File: src/rtl/game_sprite_mover_pkg.sv
// Shared game configuration: screen geometry, coordinate widths and sprite coordinate types.
// Every game block imports this so that all sprites agree on the playfield.
package game_config;

    localparam int X_WIDTH       = 10;
    localparam int Y_WIDTH       = 10;
    localparam int D_WIDTH       = 4;
    localparam int SCREEN_WIDTH  = 640;
    localparam int SCREEN_HEIGHT = 480;

    typedef logic [X_WIDTH-1:0] sprite_x_t;
    typedef logic [Y_WIDTH-1:0] sprite_y_t;
    typedef logic [D_WIDTH-1:0] sprite_d_t;

    function automatic sprite_x_t sext_x(input sprite_d_t d);
        return {{(X_WIDTH-D_WIDTH){d[D_WIDTH-1]}}, d};
    endfunction

    function automatic sprite_y_t sext_y(input sprite_d_t d);
        return {{(Y_WIDTH-D_WIDTH){d[D_WIDTH-1]}}, d};
    endfunction

endpackage

File: src/rtl/game_sprite_mover_if.sv
// Control/status bundle between the game master FSM (master) and one sprite mover (slave).
// Display scan coordinates travel on the same bundle so the mixer side sees rgb_en alongside them.
interface game_sprite_mover_if;
    import game_config::*;

    logic      sprite_write_xy;
    sprite_x_t sprite_write_x;
    sprite_y_t sprite_write_y;
    logic      sprite_write_dxy;
    sprite_d_t sprite_write_dx;
    sprite_d_t sprite_write_dy;
    logic      sprite_enable_update;
    sprite_x_t pixel_x;
    sprite_y_t pixel_y;
    sprite_x_t sprite_x;
    sprite_y_t sprite_y;
    logic      sprite_within_screen;
    logic      sprite_rgb_en;

    modport master (
        output sprite_write_xy, sprite_write_x, sprite_write_y,
        output sprite_write_dxy, sprite_write_dx, sprite_write_dy,
        output sprite_enable_update, pixel_x, pixel_y,
        input  sprite_x, sprite_y, sprite_within_screen, sprite_rgb_en
    );

    modport slave (
        input  sprite_write_xy, sprite_write_x, sprite_write_y,
        input  sprite_write_dxy, sprite_write_dx, sprite_write_dy,
        input  sprite_enable_update, pixel_x, pixel_y,
        output sprite_x, sprite_y, sprite_within_screen, sprite_rgb_en
    );

endinterface

File: src/rtl/game_sprite_mover_strobe_gen.sv
// Free-running modulo-PERIOD counter; strobe_o is high for the single cycle the count sits at PERIOD-1.
// Also used by the end-of-game timer, so it knows nothing about sprites.
module game_strobe_gen #(
    parameter int PERIOD = 1000
) (
    input  logic clk,
    input  logic reset,
    output logic strobe_o
);

    localparam int CW = (PERIOD > 1) ? $clog2(PERIOD) : 1;
    localparam logic [CW-1:0] LAST = CW'(PERIOD - 1);

    logic [CW-1:0] cnt_q;
    logic [CW-1:0] cnt_d;

    // Next count: wrap to zero after the last value.
    always_comb begin
        cnt_d = cnt_q;
        if (cnt_q == LAST) begin
            cnt_d = '0;
        end else begin
            cnt_d = cnt_q + CW'(1);
        end
    end

    // Counter register.
    always_ff @(posedge clk) begin
        if (reset) begin
            cnt_q <= '0;
        end else begin
            cnt_q <= cnt_d;
        end
    end

    assign strobe_o = (cnt_q == LAST);

endmodule

File: src/rtl/game_sprite_mover.sv
// Position/velocity engine for one sprite: moves on an internal tick, reports on-screen status
// and produces a registered per-pixel opacity flag from a 1-bit bitmap.
module game_sprite_mover
    import game_config::*;
#(
    parameter int UPDATE_PERIOD = 1000,
    parameter int SPRITE_WIDTH  = 8,
    parameter int SPRITE_HEIGHT = 8,
    parameter logic [SPRITE_WIDTH*SPRITE_HEIGHT-1:0] SPRITE_ROM = 64'hFF818181818181FF
) (
    input  logic                clk,
    input  logic                reset,
    game_sprite_mover_if.slave  bus
);

    localparam int        IDX_W  = $clog2(SPRITE_WIDTH * SPRITE_HEIGHT);
    localparam sprite_x_t X_MAX  = sprite_x_t'(SCREEN_WIDTH - SPRITE_WIDTH);
    localparam sprite_y_t Y_MAX  = sprite_y_t'(SCREEN_HEIGHT - SPRITE_HEIGHT);
    localparam sprite_x_t SPR_W  = sprite_x_t'(SPRITE_WIDTH);
    localparam sprite_y_t SPR_H  = sprite_y_t'(SPRITE_HEIGHT);

    sprite_x_t        x_q, x_d;
    sprite_y_t        y_q, y_d;
    sprite_d_t        dx_q, dx_d;
    sprite_d_t        dy_q, dy_d;
    logic             rgb_q, rgb_d;
    logic             tick_s;
    sprite_x_t        col_s;
    sprite_y_t        row_s;
    logic [IDX_W-1:0] idx_s;

    game_strobe_gen #(
        .PERIOD (UPDATE_PERIOD)
    ) u_tick (
        .clk      (clk),
        .reset    (reset),
        .strobe_o (tick_s)
    );

    // Position: an explicit load beats a motion tick; motion wraps modulo the register width.
    always_comb begin
        x_d = x_q;
        y_d = y_q;
        if (bus.sprite_write_xy) begin
            x_d = bus.sprite_write_x;
            y_d = bus.sprite_write_y;
        end else if (tick_s && bus.sprite_enable_update) begin
            x_d = x_q + sext_x(dx_q);
            y_d = y_q + sext_y(dy_q);
        end else begin
            x_d = x_q;
            y_d = y_q;
        end
    end

    // Velocity: a load here only affects the next tick, the current one sees dx_q/dy_q.
    always_comb begin
        dx_d = dx_q;
        dy_d = dy_q;
        if (bus.sprite_write_dxy) begin
            dx_d = bus.sprite_write_dx;
            dy_d = bus.sprite_write_dy;
        end else begin
            dx_d = dx_q;
            dy_d = dy_q;
        end
    end

    // Bitmap lookup: unsigned offsets make pixels left of / above the sprite look far away.
    always_comb begin
        col_s = bus.pixel_x - x_q;
        row_s = bus.pixel_y - y_q;
        idx_s = IDX_W'(32'(row_s) * SPRITE_WIDTH + 32'(col_s));
        rgb_d = 1'b0;
        if ((col_s < SPR_W) && (row_s < SPR_H)) begin
            rgb_d = SPRITE_ROM[idx_s];
        end else begin
            rgb_d = 1'b0;
        end
    end

    // State registers.
    always_ff @(posedge clk) begin
        if (reset) begin
            x_q   <= '0;
            y_q   <= '0;
            dx_q  <= '0;
            dy_q  <= '0;
            rgb_q <= 1'b0;
        end else begin
            x_q   <= x_d;
            y_q   <= y_d;
            dx_q  <= dx_d;
            dy_q  <= dy_d;
            rgb_q <= rgb_d;
        end
    end

    assign bus.sprite_x             = x_q;
    assign bus.sprite_y             = y_q;
    assign bus.sprite_within_screen = (x_q <= X_MAX) && (y_q <= Y_MAX);
    assign bus.sprite_rgb_en        = rgb_q;

endmodule
File: src/flat_wrapper.sv
// flat-port wrapper written by rule: the top's interface ports become plain ports
module game_sprite_mover_flat import game_config::*;
#(
    parameter int UPDATE_PERIOD = 1000,
    parameter int SPRITE_WIDTH  = 8,
    parameter int SPRITE_HEIGHT = 8,
    parameter logic [SPRITE_WIDTH*SPRITE_HEIGHT-1:0] SPRITE_ROM = 64'hFF818181818181FF
)
  (clk, reset, bus_sprite_write_xy, bus_sprite_write_x, bus_sprite_write_y, bus_sprite_write_dxy, bus_sprite_write_dx, bus_sprite_write_dy, bus_sprite_enable_update, bus_pixel_x, bus_pixel_y, bus_sprite_x, bus_sprite_y, bus_sprite_within_screen, bus_sprite_rgb_en);
  game_sprite_mover_if bus_i ();
  input  logic clk;
  input  logic reset;
  input wire logic [$bits(bus_i.sprite_write_xy)-1:0] bus_sprite_write_xy;
  input wire logic [$bits(bus_i.sprite_write_x)-1:0] bus_sprite_write_x;
  input wire logic [$bits(bus_i.sprite_write_y)-1:0] bus_sprite_write_y;
  input wire logic [$bits(bus_i.sprite_write_dxy)-1:0] bus_sprite_write_dxy;
  input wire logic [$bits(bus_i.sprite_write_dx)-1:0] bus_sprite_write_dx;
  input wire logic [$bits(bus_i.sprite_write_dy)-1:0] bus_sprite_write_dy;
  input wire logic [$bits(bus_i.sprite_enable_update)-1:0] bus_sprite_enable_update;
  input wire logic [$bits(bus_i.pixel_x)-1:0] bus_pixel_x;
  input wire logic [$bits(bus_i.pixel_y)-1:0] bus_pixel_y;
  output wire logic [$bits(bus_i.sprite_x)-1:0] bus_sprite_x;
  output wire logic [$bits(bus_i.sprite_y)-1:0] bus_sprite_y;
  output wire logic [$bits(bus_i.sprite_within_screen)-1:0] bus_sprite_within_screen;
  output wire logic [$bits(bus_i.sprite_rgb_en)-1:0] bus_sprite_rgb_en;
  assign bus_i.sprite_write_xy = bus_sprite_write_xy;
  assign bus_i.sprite_write_x = bus_sprite_write_x;
  assign bus_i.sprite_write_y = bus_sprite_write_y;
  assign bus_i.sprite_write_dxy = bus_sprite_write_dxy;
  assign bus_i.sprite_write_dx = bus_sprite_write_dx;
  assign bus_i.sprite_write_dy = bus_sprite_write_dy;
  assign bus_i.sprite_enable_update = bus_sprite_enable_update;
  assign bus_i.pixel_x = bus_pixel_x;
  assign bus_i.pixel_y = bus_pixel_y;
  assign bus_sprite_x = bus_i.sprite_x;
  assign bus_sprite_y = bus_i.sprite_y;
  assign bus_sprite_within_screen = bus_i.sprite_within_screen;
  assign bus_sprite_rgb_en = bus_i.sprite_rgb_en;
  game_sprite_mover #(.UPDATE_PERIOD(UPDATE_PERIOD), .SPRITE_WIDTH(SPRITE_WIDTH), .SPRITE_HEIGHT(SPRITE_HEIGHT), .SPRITE_ROM(SPRITE_ROM)) u_core (.clk(clk), .reset(reset), .bus(bus_i));
endmodule
File: config.mk
export PLATFORM = sky130hd
export DESIGN_NAME = game_sprite_mover_flat
export DESIGN_NICKNAME = d
export VERILOG_FILES = /design/src/rtl/game_sprite_mover_pkg.sv /design/src/rtl/game_sprite_mover_if.sv /design/src/rtl/game_sprite_mover_strobe_gen.sv /design/src/rtl/game_sprite_mover.sv /design/src/flat_wrapper.sv
export SDC_FILE = /design/constraint.sdc
export NUM_CORES = 1
export LEC_CHECK = 0
export CAP_MARGIN = 10
export CELL_PAD_IN_SITES_DETAIL_PLACEMENT = 1
export CELL_PAD_IN_SITES_GLOBAL_PLACEMENT = 1
export CORE_UTILIZATION = 41
export CTS_CLUSTER_SIZE = 40
export DETAILED_ROUTE_END_ITERATION = 7
export GPL_ROUTABILITY_DRIVEN = 0
export PLACE_DENSITY_LB_ADDON = 0.1
export SLEW_MARGIN = 30
export SYNTH_ARGS = -nofsm -noshare
export SYNTH_HDL_FRONTEND = slang
export SYNTH_SLANG_ARGS = --single-unit
File: constraint.sdc
create_clock -name clk -period 8.3 [get_ports clk]
set_input_delay 2.075 -clock clk [delete_from_list [all_inputs] [get_ports clk]]
set_output_delay 2.075 -clock clk [all_outputs]
set_load 0.05 [all_outputs]
* Word-level counts from Yosys, hierarchy flattened *
Memories as Yosys holds them, arrays and structs flattened. A register that Yosys moved wholly into a read port is not among the register bits.
Cells that the tools add are included.

word-level totals
  register bits = 38
  memory bits (read-only) = 64
  input bits = 53
  output and inout bits = 22
  memories = 1

memories
  memory           words  bits a word  rd ports  clocked after memory_dff  wr ports  RTL line                 RTL
  (no name shown)  64     1            1         1                         0         game_sprite_mover.sv:76  rgb_d = SPRITE_ROM[idx_s];

cells by class
  add/subtract/negate cells = 6
  $lt $le $gt $ge = 4
  equal/unequal tests = 1
  multiplexer cells = 4
  bitwise operators = 1
  reductions and logical operators = 6

operators by type and width
  operator               number
  $mux 10                4
  $add 10x10->10         2
  $lt 10x4->1 const B    2
  $sub 10x10->10         2
  $add 10x1->10 const B  1
  $eq 10x10->1 const B   1
  $le 10x10->1 const B   1
  $le 10x9->1 const B    1
  $add 6x6->6            1
  $reduce_or 2->1        2
  $logic_and 1x1->1      3
  $reduce_bool 2->1      1
  $not 1->1              1

* Depth between registers and ports, before layout *
  depth in word-level cells = 5
  gate-level depth with buffers = 15
  gate-level depth less buffers = 15

* By module *
From an unflattened synthesis, not the netlist that was laid out.

unflattened totals
  cell total of the unflattened synthesis = 430
  area, all modules = 3,378.2 sq um

by module, submodules not included
  module             times used  cells an instance  area an instance (sq um)  sequential area each (sq um)
  game_sprite_mover  1           374                2,887.8                   580.6
  game_strobe_gen    1           56                 490.5                     200.2

* Least setup slack after synthesis *
No wires, ideal clock.

  path type = input port to flip-flop
  start point = input port bus_pixel_x[1]
  end point = register u_core.rgb_q, in the netlist u_core.bus.sprite_rgb_en
  library setup time = 0.061 ns
  data arrival time = 4.595 ns
  required time = 8.239 ns
  path slack = 3.644 ns
  stages = 14
  buffers on the path = 0
  path through = ha_1 nor2b_1 o21a_1 or3_1 and2_1 ha_1 fa_1 nor2_1 nand2_1 a21o_1 mux2i_1 o211ai_1 nor4_1 and4_1

between the ends
  longest elaborated chain between the ends = 5

RTL lines
  what                              RTL line                 RTL
  from (decl)                       flat_wrapper.sv:20       input wire logic [$bits(bus_i.pixel_x)-1:0] bus_pixel_x;
  $sub 10x10->10 *                  game_sprite_mover.sv:71  col_s = bus.pixel_x - x_q;
  $lt 10x4->1                       game_sprite_mover.sv:75  if ((col_s < SPR_W) && (row_s < SPR_H)) begin
  $logic_and 1x1->1                 game_sprite_mover.sv:75
  $not 1->1 (no source line)        -
  $reduce_or 2->1 (no source line)  -
  to (decl)                         game_sprite_mover.sv:26  logic rgb_q, rgb_d;

Every way passes the cells marked *; elsewhere a longest branch is shown, timed or not.
A chain may end at the register's enable or synchronous reset.

* Worst setup path after layout *
Ends and elaborated chain as after synthesis.

==> run metrics <==
run status complete, no violations; most frequent CP cell ha_1; PostCTS Resize Cnt 0; final wirelength ~10000 um; main flop type after synthesis dfxtp_1; Post-CTS Hold Buffers 0; number of global-route vias before repair around 3500; CTS tree yes; Chip Height 93.84 um; Netlist Area Pre-Place around 3500 um^2; Synth-to-Final Area Change 27.75%; synthesized area per cell around 7.8 um^2; Core Util, Final 54.04%; H-tree levels 2; met3 usage around 2.7%; Placed Cells 609; largest net degree at the start of global routing 38; DR WL/cell between 15 and 20 um; GR Layer Usage met2 42.58%; Max Slew Vio Count 0; Multi-input gate area 2471 um^2; clock buffer depth 2; vias approximately 3400; CP Max Fanout 4; crit path kind input pin to register; clock slew at reported path FFs 0.09 ns; layout cell share with drive strength beyond 1 about 2.7%; clk sinks 39; grt peak-use layer met2; clk_skew approximately 0.012 ns; sequential share of the synthesized area between 20% and 30%; synthesis-stage register bit count 39; peak supply drop around 0.098 mV; DIE WIDTH between 90 and 100 um; unrepaired setup endpoints after global routing false; sequential group share of total power approximately a third; Setup Fix Bufs, Post-CTS 0; min cycle time layout 5.016 ns; Cell Chain, Critical Path clkdlybuf4s50_1 -> ha_1 -> nor2b_1 -> o21a_1 -> or3_1 -> and2_1 -> ha_1 -> fa_1 -> nor2_1 -> nand2_1 -> a21o_1 -> mux2i_1 -> o211ai_1 -> nor4_1 -> and4_1; Pleak 0.001829 uW; Non-Filler Instances between 600 and 700; IO Pins 75; Max-slew headroom between 40% and 50%; initial antenna violation count 0; post-route ant nets 0; Startpoint Class input pin; Setup crit end kind register; Post-synth EDFFs 0; Async S/R FF share, synth 0%; worst-margin pin slew 0.7707 ns; antenna fix cells 0; M1 GR Usage just over 30%; commonest non-fill, non-tap cells in the layout clkdlybuf4s50_1, nor2_1, inv_1; Cell Rows 33; crit share post-route approximately three fifths; flop2flop setup slack between 4 and 5 ns; 1st-pass router iterations 4; Ys Warns 0; Yosys cell types about 50; Int Pwr around 400 uW; DP Wirelength approximately 8000 um; Setup WS pre-CTS 2.979 ns; fill count approximately 1000; global-route usage over all layers approximately 24%; clock power share 28.2%; PwrDens 139.9 nW/um^2; Switch Pwr roughly 220 uW; Synth Instances between 400 and 500; Sequential Area between 700 and 800 um^2; Die Footprint ~8800 um^2; Worst Path Arrival 5.27 ns; data required time of the worst path 8.55 ns; Core Box Area between 8000 and 9000 um^2; Skew-Pair Late Insertion Delay ~0.30 ns; syn nets around 540; setup TNS 0 ns; clock root cell clkbuf_8; Fin. Hold Viols 0; Port-buffer cells 74; Initial Util a little over two fifths; Final setup viols 0; DR vias/cell 5.540; Total Nets Final slightly above 600; Fmax 199.4 MHz; first-pass GRT wire length between 15000 and 20000 um; CTS buffer count 5; GR Overflow Total 0; crit path setup slack, layout 3.284 ns; Comb pwr share 37.7%; sw frac between 30% and 40%; Max-cap violations 0; commonest non-fill, non-tap cell in the layout clkdlybuf4s50_1; Min-Delay Path Class register to register; Slowest-stage cell, CP clkdlybuf4s50_1; CP peak stage delay approximately 0.50 ns; drt initial violations between 100 and 150; DRC 0
[logic make-up (layout without fill, tap and decap cells)]
logic type	Yosys count	after routing	share of synthesized area (%)
compound gates	111	111	21.42
xor+xnor	36	36	9.334
fa+ha+maj	43	43	16.64
buf+inv	55	126	5.969
flops	39	39	22.58
mux	17	17	4.920
simple gates	140	140	19.14
[final timing paths]
| check | cells after the start | startpoint | end |
|---|---|---|---|
| hold reg to reg | 1 | u_core.u_tick.cnt_q[0]$_SDFF_PP0_ | u_core.u_tick.cnt_q[0]$_SDFF_PP0_ |
| setup / recovery | 15 | bus_pixel_x[1] | u_core.bus.sprite_rgb_en$_SDFF_PP0_ |
| hold / removal | 1 | u_core.u_tick.cnt_q[0]$_SDFF_PP0_ | u_core.u_tick.cnt_q[0]$_SDFF_PP0_ |
| setup reg to reg | 15 | u_core.bus.sprite_x[1]$_SDFFE_PP0P_ | u_core.bus.sprite_rgb_en$_SDFF_PP0_ |
[flip-flops by register name (all words and copies together) (netlist names)]
| name | cells |
|---|---|
| u_core.u_tick.cnt_q | 10 |
| u_core.bus.sprite_rgb_en | 1 |
| u_core.bus.sprite_x | 10 |
| u_core.dx_q | 4 |
| u_core.dy_q | 4 |
| u_core.bus.sprite_y | 10 |
[power groups by stage]
stage | clock [uW] | sequential, uW | combinational, uW
final | 174 | 211 | 233
after global routing | 186 | 212 | 255
after CTS | 180 | 211 | 233
after detailed placement | 0 | 215 | 231
after global placement | 0 | 215 | 223
after floorplan | 0 | 232 | 137
[stage by stage]
| step | total power [uW] | hold WS (ns) | area (um^2) |
|---|---|---|---|
| floorplan | 368.4 | 0.4302 | 3458 |
| global placement | 437.9 | 0.4446 | 4297 |
| detailed placement | 446.3 | 0.4626 | 4297 |
| CTS | 623.6 | 0.4833 | 4418 |
| global route | 653.0 | 0.5216 | 4418 |
| finish | 617.9 | 0.4753 | 4418 |
[synthesized netlist by cell type (3+ instances only)]
library cell  count  area (um^2)
a2111oi_0         4        35.03
a211oi_1          6        45.04
a21o_1            6        45.04
a21oi_1          29        145.1
a221oi_1          4        35.03
a2bb2oi_1         3        26.28
a31oi_1           3        18.77
and2_1            4        25.02
and3_1            3        18.77
clkbuf_1         12        45.04
dfxtp_1          39        780.8
fa_1              5        100.1
ha_1             38        475.5
inv_1            42        157.7
mux2i_1          17        170.2
nand2_1          40        150.1
nand3_1           8        40.04
nand3b_1          3        22.52
nor2_1           43        161.4
nor2b_1           8        50.05
nor3_1           12        60.06
o211ai_1          8        60.06
o21a_1            7        52.55
o21ai_0          21        105.1
o21bai_1          3        22.52
or3_1             4        25.02
or4_1             3        22.52
xnor2_1          18        157.7
xor2_1           17        148.9
[metal layers]
| metal | vias up | part of all wire, % |
|---|---|---|
| met5 | - | 0 |
| li1 | 1696 | - |
| met4 | 0 | 2.3 |
| met3 | 18 | 2.5 |
| met1 | 1640 | 47 |
| met2 | 64 | 48 |
[worst max-delay path: cells and delay by family]
family                   cells  cell delay [ns]
adder cells (fa/ha/maj)      3             0.91
AND/OR/NAND/NOR              7             1.23
AO/OA/AOI/OAI                3             0.41
buffers and inverters        1             0.50
multiplexers                 1             0.12
[cell type report]
| type | count | share of cell area, % |
|---|---|---|
| Clock buffer | 6 | 1.869 |
| Timing Repair Buffer | 76 | 17.11 |
| Multi-Input combinational cell | 347 | 55.93 |
| Tap cell | 105 | 2.974 |
| Clock inverter | 2 | 0.8779 |
| Inverter | 42 | 3.568 |
| Sequential cell | 39 | 17.67 |
No activity file was read; power rests on OpenSTA's default activity.
